File: src/rtl/serial_sub_ctrl.sv
// serial_sub_ctrl
// ---------------
// Bit-serial subtract sequencer. Two WIDTH-bit operands are captured when a
// request is accepted, then a single-bit subtract cell is stepped over them
// LSB-first, one bit per clock, with the borrow carried between bits in a
// register. The finished difference and final borrow are published together
// with a one-cycle done pulse. This trades latency (WIDTH+1 cycles of busy)
// for the area of a single 1-bit subtractor.
//
// Ports:
//   clk    in   rising-edge clock for all state
//   rst    in   synchronous, active-high reset; aborts any operation
//   start  in   request, only looked at while idle
//   a      in   WIDTH-bit minuend, captured on the accepting edge
//   b      in   WIDTH-bit subtrahend, captured on the accepting edge
//   busy   out  high whenever an operation is running or completing
//   done   out  registered one-cycle pulse, d/b1 valid
//   d      out  WIDTH-bit difference a-b modulo 2^WIDTH
//   b1     out  final borrow, 1 when a < b (unsigned)

module serial_sub_ctrl #(
    parameter int WIDTH = 8
) (
    input  logic             clk,
    input  logic             rst,
    input  logic             start,
    input  logic [WIDTH-1:0] a,
    input  logic [WIDTH-1:0] b,
    output logic             busy,
    output logic             done,
    output logic [WIDTH-1:0] d,
    output logic             b1
);

    // One extra bit lets the counter step past the last bit index without
    // wrapping, for any WIDTH in the legal range.
    localparam int CW = $clog2(WIDTH) + 1;
    localparam logic [CW-1:0] LAST_BIT = CW'(WIDTH - 1);

    typedef enum logic [1:0] {
        IDLE = 2'd0,
        RUN  = 2'd1,
        DONE = 2'd2
    } state_t;

    state_t           state_q, state_d;
    logic [WIDTH-1:0] ra_q, ra_d;
    logic [WIDTH-1:0] rb_q, rb_d;
    logic [WIDTH-1:0] dsh_q, dsh_d;
    logic [WIDTH-1:0] d_q, d_d;
    logic             br_q, br_d;
    logic             b1_q, b1_d;
    logic [CW-1:0]    cnt_q, cnt_d;

    logic             xBit;
    logic             yBit;
    logic             bitDiff;
    logic             borrowNext;

    // The 1-bit subtract cell. It works on the LSBs of the shifting operand
    // registers and only the registered borrow, so there is no path from
    // the inputs to any output.
    always_comb begin
        xBit       = ra_q[0];
        yBit       = rb_q[0];
        bitDiff    = xBit ^ yBit ^ br_q;
        borrowNext = (~xBit & yBit) | (~(xBit ^ yBit) & br_q);
    end

    // State register and datapath registers. Reset clears everything,
    // including the published result, so an aborted run leaves d/b1 at 0.
    always_ff @(posedge clk) begin
        if (rst) begin
            state_q <= IDLE;
            ra_q    <= '0;
            rb_q    <= '0;
            dsh_q   <= '0;
            d_q     <= '0;
            br_q    <= 1'b0;
            b1_q    <= 1'b0;
            cnt_q   <= '0;
        end else begin
            state_q <= state_d;
            ra_q    <= ra_d;
            rb_q    <= rb_d;
            dsh_q   <= dsh_d;
            d_q     <= d_d;
            br_q    <= br_d;
            b1_q    <= b1_d;
            cnt_q   <= cnt_d;
        end
    end

    // Next-state logic. Each difference bit enters the shift register from
    // the top, so after WIDTH steps the LSB has arrived at bit 0. The
    // published result is loaded only on the final step; it holds through
    // idle and the whole of the following run.
    always_comb begin
        state_d = state_q;
        ra_d    = ra_q;
        rb_d    = rb_q;
        dsh_d   = dsh_q;
        d_d     = d_q;
        br_d    = br_q;
        b1_d    = b1_q;
        cnt_d   = cnt_q;

        case (state_q)
            IDLE: begin
                if (start) begin
                    ra_d    = a;
                    rb_d    = b;
                    br_d    = 1'b0;
                    cnt_d   = '0;
                    dsh_d   = '0;
                    state_d = RUN;
                end
            end
            RUN: begin
                dsh_d = {bitDiff, dsh_q[WIDTH-1:1]};
                ra_d  = ra_q >> 1;
                rb_d  = rb_q >> 1;
                br_d  = borrowNext;
                cnt_d = cnt_q + CW'(1);
                if (cnt_q == LAST_BIT) begin
                    d_d     = {bitDiff, dsh_q[WIDTH-1:1]};
                    b1_d    = borrowNext;
                    state_d = DONE;
                end
            end
            DONE: begin
                state_d = IDLE;
            end
            default: begin
                state_d = IDLE;
            end
        endcase
    end

    assign busy = (state_q != IDLE);
    assign done = (state_q == DONE);
    assign d    = d_q;
    assign b1   = b1_q;

endmodule

File: config.mk
export PLATFORM = sky130hd
export DESIGN_NAME = serial_sub_ctrl
export DESIGN_NICKNAME = d
export VERILOG_FILES = /design/src/rtl/serial_sub_ctrl.sv
export SDC_FILE = /design/constraint.sdc
export NUM_CORES = 1
export LEC_CHECK = 0
export CORE_ASPECT_RATIO = 0.9
export CORE_MARGIN = 2
export CORE_UTILIZATION = 52
export DETAILED_ROUTE_END_ITERATION = 16
export HOLD_SLACK_MARGIN = 0.02
export PLACE_DENSITY_LB_ADDON = 0.1
export SYNTH_ARGS = -nofsm -noshare
export SYNTH_HDL_FRONTEND = slang
export SYNTH_SLANG_ARGS = --single-unit
File: constraint.sdc
create_clock -name clk -period 1.56 [get_ports clk]
set_clock_uncertainty 0.1 [all_clocks]
set_input_delay 0.156 -clock clk [delete_from_list [all_inputs] [get_ports clk]]
set_output_delay 0.156 -clock clk [all_outputs]
set_load 0.02 [all_outputs]
### After elaboration in Yosys (flattened, before gate mapping)

Cells that the tools add are included.

| word-level totals | value |
|---|---|
| register bits after elaboration | 40 |
| word-level logic and storage cells | 40 |
| input port bits | 19 |

| cells by class | value |
|---|---|
| add/subtract/negate cells | 1 |
| reductions and logical operators | 6 |
| bitwise operators | 7 |
| muxes and demuxes | 13 |
| equality and inequality tests | 5 |

Operators with widths:

| kind | number |
|---|---|
| one-hot mux 8 bit (2 select lines) | 3 |
| 2-to-1 mux 8 bit | 3 |
| one-hot mux 4 bit (2 select lines) | 1 |
| AND reduction 2 bit | 3 |
| adder 4 x 1 -> 4 bit, second input constant | 1 |
| == test 4 x 3 -> 1 bit, second input constant | 1 |
| 2-to-1 mux 2 bit | 2 |
| 2-to-1 mux 4 bit | 1 |
| inequality test 2 bit, second input constant | 2 |
| one-hot mux 2 bit (2 select lines) | 1 |
| nonzero test 2 bit | 2 |
| AND 1 bit | 2 |
| == test 2 x 1 -> 1 bit, second input constant | 1 |
| == test 2 bit, second input constant | 1 |
| logical NOT 2 bit | 1 |
| NOT 1 bit | 2 |
| one-hot mux 1 bit (2 select lines) | 1 |
| XOR 1 bit | 2 |
| 2-to-1 mux 1 bit | 1 |
| bitwise OR 1 bit | 1 |

### Depth between registers and ports, before layout

| depth | value |
|---|---|
| word-level depth | 5 |
| gate-level depth with buffers | 6 |

### Worst setup path before layout

OpenSTA, ideal clock, no wires.

| timing path | value |
|---|---|
| path kind | flip-flop to output port |
| start point | reg state_q[1] |
| end point | out done |
| arrival | 1,106 ps |
| slack | 198 ps |
| path buffers | 2 |
| cell stages (with the launch flop) | 4 |
| path through | dfxtp_1 > buf_2 > buf_2 > nor2b_1 |

| on the way | value |
|---|---|
| longest elaborated chain between the ends | 1 |

Ends and longest elaborated chain:

| what | line | source |
|---|---|---|
| start: declaration | 46 | `state_t state_q, state_d;` |
| start signal: assignment | 83 | `state_q <= state_d;` |
| == test 2 bit | 141 | `assign done = (state_q == DONE);` |
| end: declaration | 30 | `output logic done,` |

Every way passes these cells.

### Worst setup path in the final report

| timing path | value |
|---|---|
| start point | reg d_q[5], in the netlist d[5] |
| end point | out d[5] |

RTL lines:

| what | line | source |
|---|---|---|
| start: declaration | 50 | `logic [WIDTH-1:0] d_q, d_d;` |
| start signal: assignment | 78 | `d_q <= '0;` |
| start signal: assignment | 87 | `d_q <= d_d;` |
| end: declaration | 31 | `output logic [WIDTH-1:0] d,` |

No word-level cell between the ends.

==> insert_results.sql <==
INSERT INTO impl_metrics (metric_group, metric, value, unit) VALUES
('power_and_ir_drop', 'leakagePower', '0.8911', 'nW'),
('synthesis', 'syn_avg_cell_area', '8.441', 'sq um'),
('clocking', 'cts_tree', 'done', ''),
('critical_path', 'largest_incremental_delay_on_the_critical_path', '0.61', 'ns'),
('global_routing', 'antenna_violations_before_repair', '0', ''),
('synthesis', 'synth_flop_cell', 'sky130_fd_sc_hd__dfxtp_1', ''),
('clocking', 'clockBufferDepth', '2', ''),
('route', 'totalWireLength', '4.012', 'mm'),
('synthesis', 'post-synth-top-count-cell', 'sky130_fd_sc_hd__dfxtp_1', ''),
('clocking', 'cts-htree-levels', '2', ''),
('timing', 'rsz0062_at_grt', 'true', ''),
('timing', 'slew_viol_final', '0', ''),
('clocking', 'worst_skew_late_latency', '0.30', 'ns'),
('global_routing', 'tot_gr_track_use', '22.00', '%'),
('global_routing', 'overflow', '0', ''),
('critical_path', 'critical_path_cell_sequence', 'clkdlybuf4s50_1', ''),
('route', 'drtIter0Drc', '100', ''),
('timing', 'setup_violations', '0', ''),
('run_status', 'outcome', 'completed', ''),
('route', 'drc', '0', ''),
('die', 'die-area', '0.004014', 'sq mm'),
('clocking', 'sink_count_of_the_clock_tree', '39', ''),
('critical_path', 'slowest_stage_cell_on_the_critical_path', 'sky130_fd_sc_hd__clkdlybuf4s50_1', ''),
('route', 'met2_length', '1.889', 'mm'),
('synthesis', 'synth_warnings', '0', ''),
('cells_and_area', 'final_net_count', '269', ''),
('timing', 'timing_hold_violations_final', '0', ''),
('synthesis', 'synth_edf_count', '0', ''),
('critical_path', 'cp_top_family', 'buffers and inverters', ''),
('synthesis', 'synth_async_sr_flop_share', '0', '%'),
('route', 'met3_length', '224', 'microns'),
('timing', 'timing.final.crit_period', '1.506', 'ns'),
('critical_path', 'bufs_and_invs_on_worst_path', '1', ''),
('synthesis', 'synth_mux_area_share', '0.5464', '%'),
('hold_path', 'hp-class', 'flip-flop to flip-flop', ''),
('route', 'ant_nets', '0', ''),
('cells_and_area', 'final-instance-count-excl-fill', '293', ''),
('global_routing', 'grt_start_max_net_pins', '25', ''),
('placement', 'numPlacedInstances', '285', ''),
('critical_path', 'worst-endpoint-arrival', '1.25', 'ns'),
('power_and_ir_drop', 'peakVddDrop', '0.5211', 'mV'),
('synthesis', 'mappedNetlistArea', '0.001832', 'sq mm'),
('timing', 'final_min_period_over_clock_period', '96.57', '%'),
('placement', 'gp_routability_congestion', '0.7577', ''),
('synthesis', 'synth_cells', '217', ''),
('global_routing', 'via_count_of_the_first_global_routing_pass', '1565', ''),
('die', 'die_width', '66.56', 'microns'),
('critical_path', 'critPathCaptureType', 'output port', ''),
('synthesis', 'synth.yosys.seq_area_share', '42.62', '%'),
('route', 'drt-wirelength-per-cell', '13.69', 'microns'),
('timing', 'hold-worst-slack', '0.3687', 'ns'),
('clocking', 'cts_hold_buf', '0', ''),
('timing', 'max-slew-margin-rel', '77.71', '%'),
('route', 'maxUsedRoutingLayer', 'met4', ''),
('placement', 'placement.io_buffers', '29', ''),
('synthesis', 'postSynthRegisterBits', '39', ''),
('cells_and_area', 'antennaDiodeCount', '0', ''),
('synthesis', 'post-synth-top-area-cell', 'sky130_fd_sc_hd__dfxtp_1', ''),
('critical_path', 'worstSetupStartpointType', 'flip-flop', ''),
('timing', 'max_clock_freq', '0.6638', 'GHz'),
('critical_path', 'timing.critical_path.required', '1.30', 'ns'),
('synthesis', 'synth_area_leaders', 'sky130_fd_sc_hd__dfxtp_1 43%, sky130_fd_sc_hd__a21oi_1 10%, sky130_fd_sc_hd__o221a_1 7.4%, sky130_fd_sc_hd__nor2_1 6.6%, sky130_fd_sc_hd__a22oi_1 3.7%', ''),
('synthesis', 'area_share_of_xor_xnor_cells_in_the_synthesized_design', '0', '%'),
('clocking', 'cts_setup_buffers', '0', ''),
('clocking', 'number_of_buffers_inserted_during_clock_tree_synthesis', '5', ''),
('timing', 'tightest_slew', '0.3336', 'ns'),
('die', 'die_h', '60.31', 'microns'),
('synthesis', 'yosys-top-cells-count', '39 x sky130_fd_sc_hd__dfxtp_1, 37 x sky130_fd_sc_hd__a21oi_1, 32 x sky130_fd_sc_hd__nor2_1', ''),
('run', 'drv.max_cap_violation_count', '0', ''),
('route', 'drt_pass1_iterations', '4', ''),
('critical_path', 'critPathKind', 'flip-flop to output port', '');
-- cell usage in the layout (no fill, tap or decap) --
| master | count |
|---|---|
| sky130_fd_sc_hd__o31ai_1 | 8 |
| sky130_fd_sc_hd__buf_4 | 12 |
| sky130_fd_sc_hd__nor3b_1 | 1 |
| sky130_fd_sc_hd__ha_1 | 1 |
| sky130_fd_sc_hd__inv_1 | 15 |
| sky130_fd_sc_hd__nor2b_2 | 1 |
| sky130_fd_sc_hd__nand2b_1 | 1 |
| sky130_fd_sc_hd__nor2_1 | 32 |
| sky130_fd_sc_hd__o221a_1 | 12 |
| sky130_fd_sc_hd__nand2_1 | 5 |
| sky130_fd_sc_hd__clkdlybuf4s50_1 | 26 |
| sky130_fd_sc_hd__nor4_1 | 1 |
| sky130_fd_sc_hd__o22ai_1 | 2 |
| sky130_fd_sc_hd__a2bb2oi_1 | 1 |
| sky130_fd_sc_hd__o21ai_1 | 1 |
| sky130_fd_sc_hd__clkinvlp_4 | 1 |
| sky130_fd_sc_hd__a21oi_1 | 37 |
| sky130_fd_sc_hd__buf_12 | 3 |
| sky130_fd_sc_hd__clkinv_4 | 1 |
| sky130_fd_sc_hd__dfxtp_1 | 39 |
| sky130_fd_sc_hd__o22a_1 | 2 |
| sky130_fd_sc_hd__nor2b_1 | 6 |
| sky130_fd_sc_hd__a311oi_2 | 1 |
| sky130_fd_sc_hd__or3_1 | 1 |
| sky130_fd_sc_hd__dlygate4sd2_1 | 2 |
| sky130_fd_sc_hd__a211oi_1 | 1 |
| sky130_fd_sc_hd__clkbuf_8 | 6 |
| sky130_fd_sc_hd__fa_1 | 1 |
| sky130_fd_sc_hd__o21a_1 | 2 |
| sky130_fd_sc_hd__dlymetal6s2s_1 | 1 |
| sky130_fd_sc_hd__o21bai_2 | 1 |
| sky130_fd_sc_hd__a31oi_1 | 1 |
| sky130_fd_sc_hd__nand2b_4 | 1 |
| sky130_fd_sc_hd__nand3_1 | 10 |
| sky130_fd_sc_hd__mux2i_1 | 1 |
| sky130_fd_sc_hd__or2_1 | 2 |
| sky130_fd_sc_hd__a22oi_1 | 9 |
| sky130_fd_sc_hd__and3b_1 | 1 |
-- report_power, final --
group / leakage, nW / internal [W] / switching (W)
combinational: 0.525 / 0.000151 / 0.000140
clock: 0.0474 / 0.000361 / 0.000376
sequential: 0.319 / 0.00104 / 0.0000326
total: 0.891 / 0.00155 / 0.000548
-- flip-flops by register name (all words and copies together), names as in the netlist --
name / cells
state_q: 2
br_q: 1
d: 8
cnt_q: 4
b1: 1
dsh_q: 7
rb_q: 8
ra_q: 8
-- worst paths after layout --
| check | from | cells after the start | slack, ns | to |
|---|---|---|---|---|
| hold reg to reg | d[4] | 2 | 0.37 | d[4] |
| setup / recovery | d[5] | 1 | 0.05 | d[5] |
| setup reg to reg | cnt_q[0] | 4 | 0.14 | d[5] |
| hold / removal | d[4] | 2 | 0.37 | d[4] |
-- worst min-delay path: stages (launching register included) --
cell	delay, ns
sky130_fd_sc_hd__dfxtp_1	0.31
sky130_fd_sc_hd__o31ai_1	0.06
sky130_fd_sc_hd__a21oi_1	0.06
-- layout make-up --
cell class / count / area [sq um]
Multi-Input combinational cell: 143 / 885.9
Timing Repair Buffer: 44 / 440.4
Sequential cell: 39 / 780.7
Clock buffer: 6 / 82.58
Clock inverter: 2 / 16.27
Inverter: 15 / 56.30
Fill cell: 274 / 1061
Tap cell: 44 / 55.05
-- per-stage QoR --
stage	util [%]	worst slack (ns)	instance area, sq um
after floorplan	-	0.1976	1832
final	68.59	0.05356	2317
after global placement	65.59	0.03099	2216
after global routing	68.59	-0.004149	2317
after CTS	68.44	0.04253	2312
after detailed placement	65.59	-0.04977	2216
-- cell families after synthesis --
group,count (synthesis)
muxes,1
adders and majority gates,2
buffers and inverters,35
AOI/OAI and AO/OA,78
DFF,39
and+or+nand+nor,62
-- routing by layer --
metal / track usage, % / vias up
met5: 0 / -
met4: 7.872 / 0
met3: 6.215 / 6
met2: 36.14 / 49
met1: 27.91 / 770
li1: - / 832
-- what timing repair did --
action / 4_1_cts / 5_1_grt
pin swaps: 0 / 0
resized for setup: 2 / 2
hold endpoints to repair: 0 / 0
endpoints found under the setup margin: 2 / 3
(Power assumes the default switching activity.)
